===== src/rtl/lsu_req_queue_if.sv =====
// Request-queue types and the issue/consumer handshake bundle for lsu_req_queue.
// The queue sits on the slave modport; issue and the load/store units drive the master side.

package lsu_req_queue_pkg;

    typedef struct packed {
        logic        valid;
        logic [31:0] vaddr;
        logic [31:0] data;
        logic [3:0]  be;
        logic [3:0]  operation;
        logic [2:0]  trans_id;
    } lsu_ctrl_t;

endpackage

interface lsu_req_queue_if #(
    parameter int DEPTH = 2
);
    import lsu_req_queue_pkg::*;

    localparam int CW = $clog2(DEPTH + 1);

    logic          flush_i;
    logic          lsu_req_valid_i;
    lsu_ctrl_t     lsu_req_i;
    logic          ready_o;
    logic          pop_ld_i;
    logic          pop_st_i;
    lsu_ctrl_t     lsu_ctrl_o;
    logic          empty_o;
    logic [CW-1:0] count_o;

    modport slave (
        input  flush_i,
        input  lsu_req_valid_i,
        input  lsu_req_i,
        input  pop_ld_i,
        input  pop_st_i,
        output ready_o,
        output lsu_ctrl_o,
        output empty_o,
        output count_o
    );

    modport master (
        output flush_i,
        output lsu_req_valid_i,
        output lsu_req_i,
        output pop_ld_i,
        output pop_st_i,
        input  ready_o,
        input  lsu_ctrl_o,
        input  empty_o,
        input  count_o
    );

endinterface


===== src/rtl/lsu_req_queue.sv =====
// Circular request FIFO between issue and the LSU load/store units (DEPTH >= 2, power of two).
// Optional zero-latency forwarding of requests into an empty queue: define LSU_REQ_QUEUE_BYPASS_EN.

module lsu_req_queue
    import lsu_req_queue_pkg::*;
#(
    parameter int DEPTH = 2
) (
    input logic              clk_i,
    input logic              rst_ni,
    lsu_req_queue_if.slave   bus
);

    localparam int PW = $clog2(DEPTH);
    localparam int CW = $clog2(DEPTH + 1);
    localparam logic [CW-1:0] DEPTH_C = CW'(DEPTH);

    lsu_ctrl_t       mem_q [DEPTH];
    logic [PW-1:0]   rd_ptr_q;
    logic [PW-1:0]   wr_ptr_q;
    logic [CW-1:0]   count_q;

    logic            stored_valid;
    logic            ready;
    logic            pop_req;
    logic            fwd_pop;
    logic            push;
    logic            pop;
    lsu_ctrl_t       head;

    assign stored_valid = (count_q != '0);
    assign ready        = (count_q < DEPTH_C);
    assign pop_req      = bus.pop_ld_i | bus.pop_st_i;

    // Stored entries always take precedence; forwarding only ever fills an empty queue.
    always_comb begin
        head = '0;
        if (stored_valid) begin
            head       = mem_q[rd_ptr_q];
            head.valid = 1'b1;
        end
`ifdef LSU_REQ_QUEUE_BYPASS_EN
        else if (bus.lsu_req_valid_i && !bus.flush_i) begin
            head       = bus.lsu_req_i;
            head.valid = 1'b1;
        end
`endif
    end

`ifdef LSU_REQ_QUEUE_BYPASS_EN
    assign fwd_pop = ~stored_valid & head.valid & pop_req & ~bus.flush_i;
`else
    assign fwd_pop = 1'b0;
`endif

    // A forwarded request consumed in the same cycle never touches storage.
    assign push = bus.lsu_req_valid_i & ready & ~bus.flush_i & ~fwd_pop;
    assign pop  = pop_req & stored_valid & ~bus.flush_i;

    always_ff @(posedge clk_i or negedge rst_ni) begin
        if (!rst_ni) begin
            rd_ptr_q <= '0;
            wr_ptr_q <= '0;
            count_q  <= '0;
        end else if (bus.flush_i) begin
            rd_ptr_q <= '0;
            wr_ptr_q <= '0;
            count_q  <= '0;
        end else begin
            if (push) begin
                wr_ptr_q <= wr_ptr_q + PW'(1);
            end
            if (pop) begin
                rd_ptr_q <= rd_ptr_q + PW'(1);
            end
            case ({push, pop})
                2'b10:   count_q <= count_q + CW'(1);
                2'b01:   count_q <= count_q - CW'(1);
                default: count_q <= count_q;
            endcase
        end
    end

    always_ff @(posedge clk_i or negedge rst_ni) begin
        if (!rst_ni) begin
            for (int i = 0; i < DEPTH; i++) begin
                mem_q[i] <= '0;
            end
        end else if (push) begin
            mem_q[wr_ptr_q] <= bus.lsu_req_i;
        end
    end

    assign bus.ready_o    = ready;
    assign bus.lsu_ctrl_o = head;
    assign bus.empty_o    = ~stored_valid;
    assign bus.count_o    = count_q;

    // Protocol checks: the two consumers must not both retire the head, and occupancy stays bounded.
    a_single_pop : assert property (
        @(posedge clk_i) disable iff (!rst_ni)
        !(bus.pop_ld_i && bus.pop_st_i)
    ) else $error("lsu_req_queue: pop_ld_i and pop_st_i asserted together");

    a_push_full : assert property (
        @(posedge clk_i) disable iff (!rst_ni)
        !(bus.lsu_req_valid_i && !ready && !bus.flush_i)
    ) else $warning("lsu_req_queue: request dropped while queue full");

    a_count_bound : assert property (
        @(posedge clk_i) disable iff (!rst_ni)
        count_q <= DEPTH_C
    ) else $error("lsu_req_queue: count exceeds DEPTH");

endmodule


===== src/flat_wrapper.sv =====
// flat-port wrapper written by rule: the top's interface ports become plain ports
module lsu_req_queue_flat import lsu_req_queue_pkg::*;
#(
    parameter int DEPTH = 2
)
  (clk_i, rst_ni, bus_flush_i, bus_lsu_req_valid_i, bus_lsu_req_i, bus_pop_ld_i, bus_pop_st_i, bus_ready_o, bus_lsu_ctrl_o, bus_empty_o, bus_count_o);
  lsu_req_queue_if #(.DEPTH(DEPTH)) bus_i ();
  input logic clk_i;
  input logic rst_ni;
  input wire logic [$bits(bus_i.flush_i)-1:0] bus_flush_i;
  input wire logic [$bits(bus_i.lsu_req_valid_i)-1:0] bus_lsu_req_valid_i;
  input wire logic [$bits(bus_i.lsu_req_i)-1:0] bus_lsu_req_i;
  input wire logic [$bits(bus_i.pop_ld_i)-1:0] bus_pop_ld_i;
  input wire logic [$bits(bus_i.pop_st_i)-1:0] bus_pop_st_i;
  output wire logic [$bits(bus_i.ready_o)-1:0] bus_ready_o;
  output wire logic [$bits(bus_i.lsu_ctrl_o)-1:0] bus_lsu_ctrl_o;
  output wire logic [$bits(bus_i.empty_o)-1:0] bus_empty_o;
  output wire logic [$bits(bus_i.count_o)-1:0] bus_count_o;
  assign bus_i.flush_i = bus_flush_i;
  assign bus_i.lsu_req_valid_i = bus_lsu_req_valid_i;
  assign bus_i.lsu_req_i = bus_lsu_req_i;
  assign bus_i.pop_ld_i = bus_pop_ld_i;
  assign bus_i.pop_st_i = bus_pop_st_i;
  assign bus_ready_o = bus_i.ready_o;
  assign bus_lsu_ctrl_o = bus_i.lsu_ctrl_o;
  assign bus_empty_o = bus_i.empty_o;
  assign bus_count_o = bus_i.count_o;
  lsu_req_queue #(.DEPTH(DEPTH)) u_core (.clk_i(clk_i), .rst_ni(rst_ni), .bus(bus_i));
endmodule

===== config.mk =====
export PLATFORM = sky130hd
export DESIGN_NAME = lsu_req_queue_flat
export DESIGN_NICKNAME = d
export VERILOG_FILES = /design/src/rtl/lsu_req_queue_if.sv /design/src/rtl/lsu_req_queue.sv /design/src/flat_wrapper.sv
export SDC_FILE = /design/constraint.sdc
export NUM_CORES = 1
export LEC_CHECK = 0
export ABC_AREA = 1
export BUFFER_PORTS_ARGS = -buffer_cell sky130_fd_sc_hd__clkbuf_2
export CAP_MARGIN = 40
export CORE_ASPECT_RATIO = 1.5
export CORE_MARGIN = 2
export CORE_UTILIZATION = 49
export CTS_CLUSTER_DIAMETER = 150
export DETAILED_ROUTE_END_ITERATION = 6
export HOLD_SLACK_MARGIN = 0.1
export PLACE_DENSITY = 0.74
export SKIP_CTS_REPAIR_TIMING = 1
export SLEW_MARGIN = 25
export SYNTH_ARGS = -nofsm -noshare
export SYNTH_HDL_FRONTEND = slang
export SYNTH_SLANG_ARGS = --single-unit

===== constraint.sdc =====
create_clock -name clk_i -period 1.5 [get_ports clk_i]
set_clock_uncertainty 0.15 [all_clocks]
set_input_delay 0.15 -clock clk_i [delete_from_list [all_inputs] [get_ports clk_i]]
set_output_delay 0.15 -clock clk_i [all_outputs]
set_load 0.02 [all_outputs]

==> flow_summary.ini <==
[logic_synthesis]
synth_edf_count = 0
syn_nets = 931
ys_types = 24
synthesis.area_mm2 = 0.007077
syn_area_per_cell_um2 = 8.335
synth_largest_area_cell = dfrtp_1
synth_ff_type = dfrtp_1
ys_top_cells_by_count = nand2_1, dfrtp_1, inv_1
ys_ff_latch = 154
synth_top_area_share_pct = 54.46
synth_cells = 849
synth-async-reset-ratio_pct = 100.0
ys_warn_count = 0
synth_seq_area_share_pct = 54.46
yosysMostFrequentCell = nand2_1
synth_area_leaders = dfrtp_1, nand2_1, a21oi_1, o21ai_0, o21ai_1

[layout]
drive_gt1_share_pct = 33.92
nets = 1204
fill_cells = 892
register_area_mm2 = 0.003856
post-route-util_pct = 78.82
area_delta_synth_final_pct = 56.58
n_antenna_cell = 0
finalInstanceArea_mm2 = 0.01108
multiInputGateArea_mm2 = 0.003127

[global_route]
grt_pass1_vias = 5784
grt_max_degree = 65
grt_overflow = 0
antenna_found_initial = 0
grt_first_pass_wirelength_mm = 27.23
grt_use_total_pct = 22.48

[floorplan]
die_w_um = 102.1
start_util_pct = 50.34
coreArea_mm2 = 0.01406
die-area_mm2 = 0.01544
chipHeight_um = 151.2
io_pins = 162
row_count = 53

[timing]
final_hold_viol_count = 0
setup_viol = 217
fin_crit_ps = 1926
final.setup.worst_slack_ps = -425.6
rsz0062_at_grt = yes
max_freq_mhz = 519.3
finalMaxSlewViolations = 0
tightest_slew_ps = 344.9
tns_ps = -39860
slew_headroom_pct = 76.92
whs_ps = 27.90
period_share_pct = 128.4

[drt]
drt-wirelength-per-cell_um = 17.44
vias_per_cell = 5.245
drt_iter0_markers = 398
drt_wl_total_mm = 23.09
via_count = 6945
ant_nets = 0
first_pass_iters = 5
drc = 0

[run]
drv_cap = 0

[placement]
placedInstanceArea_mm2 = 0.008752
hpwl_mm = 11.21
io_buffers = 160
gp_congestion = 0.8115

[outcome]
violations = negative setup slack
status = complete, but fails checks

[worst_setup_path]
start_kind = register
path_class = reg2out
worstPathRequired_ps = 1200
rr_worst_depth = 8
path_max_fanout = 10
r2r_slack_ps = -180
cp.arrival_ps = 1630
endpoint_kind = primary output

[clock_network]
cts_made_buffers = 17
htreeDepth = 4
root_buffer = clkbuf_16
clock_sinks = 154
cts_max_path_buffers = 2
cts_tree = done
clkTransAtPathRegs_ps = 60
clk_latency_ps = 400

[pwr]
leakagePower_nw = 5.420
p_total_mw = 22.13
powerDensity_mw_per_mm2 = 1997
ir_drop_v = 0.001189

[worst_hold_path]
hp-class = in2async
placed cells by master (no fill, tap or decap), types with 2 or more instances in the layout:
master,count
dfrtp_1,152
buf_12,21
buf_16,3
buf_6,27
clkbuf_2,127
o21ai_1,66
buf_4,25
bufinv_16,2
clkbuf_16,34
a21oi_2,21
inv_1,80
a21oi_1,14
nand2_1,285
buf_8,6
a21oi_4,41
nand2_2,26
o21ai_2,25
nor2_4,2
nand3_1,6
o21ai_0,60
clkinv_4,3
clkinv_2,4
nor3_1,2
dlygate4sd3_1,80
clkinvlp_4,3
inv_6,2
buf_2,5
dfrtp_2,2
nor2_1,3
worst max-delay path: stages, from the launching register on:
cell,delay (ps)
dfrtp_2,450
clkinv_4,150
clkbuf_16,190
nand2_1,100
a21oi_4,140
clkbuf_2,190
registers in the layout (all words and copies together) (netlist names):
register and count:
u_core.bus.count_o 2, u_core.rd_ptr_q 1, u_core.mem_q 150, u_core.wr_ptr_q 1
report_power, final:
group          leakage [nW]  switching (mW)  total (mW)  internal, mW
clock network         0.267            1.70        4.12          2.42
registers              1.91            1.04        6.90          5.87
logic                  3.24            6.29        11.1          4.82
final timing paths:
| kind | startpoint | to |
|---|---|---|
| setup / recovery | u_core.rd_ptr_q$_DFFE_PN0P_ | bus_lsu_ctrl_o[2] |
| hold / removal | rst_ni | u_core.mem_q[53]$_DFFE_PN0P_ |
| setup reg to reg | u_core.bus.count_o[1]$_DFFE_PN0P_ | u_core.mem_q[102]$_DFFE_PN0P_ |
| hold reg to reg | u_core.mem_q[77]$_DFFE_PN0P_ | u_core.mem_q[77]$_DFFE_PN0P_ |
| max in group asynchronous | rst_ni | u_core.mem_q[37]$_DFFE_PN0P_ |
| min in group clk_i | u_core.mem_q[77]$_DFFE_PN0P_ | u_core.mem_q[77]$_DFFE_PN0P_ |
stage by stage:
stage          cells  setup WS [ps]
2_1_floorplan    849         -38.17
3_3_place_gp    1174         -26.55
3_5_place_dp    1174         -41.27
4_1_cts         1203         -505.8
5_1_grt         1324         -514.6
6_report        1324         -425.6
per-layer routing:
layer  vias to the layer above  share of wire, %  global-route usage (%)
met5                         -                 0                       0
met4                         0               3.2                   7.667
met3                        61               5.0                   4.661
met2                       282                54                   38.91
met1                      3363                37                   27.78
li1                       3239                 -                       -
cells by family (layout without fill, tap and decap cells):
| group | after synthesis | in the layout | synth area share [%] |
|---|---|---|---|
| AOI/OAI and AO/OA | 227 | 227 | 17.11 |
| buffers and inverters | 141 | 424 | 10.18 |
| and+or+nand+nor | 327 | 327 | 18.25 |
| DFF | 154 | 154 | 54.46 |
cell type report:
type / instances / share of cell area [%]
flip-flops and latches: 154 / 34.80
multi-input cells: 554 / 28.22
repair buffers: 312 / 26.89
clock buffers: 17 / 3.839
inverters: 83 / 2.925
well taps: 192 / 2.168
clock inverters: 12 / 1.163
Power figures use the tool's default switching activity.
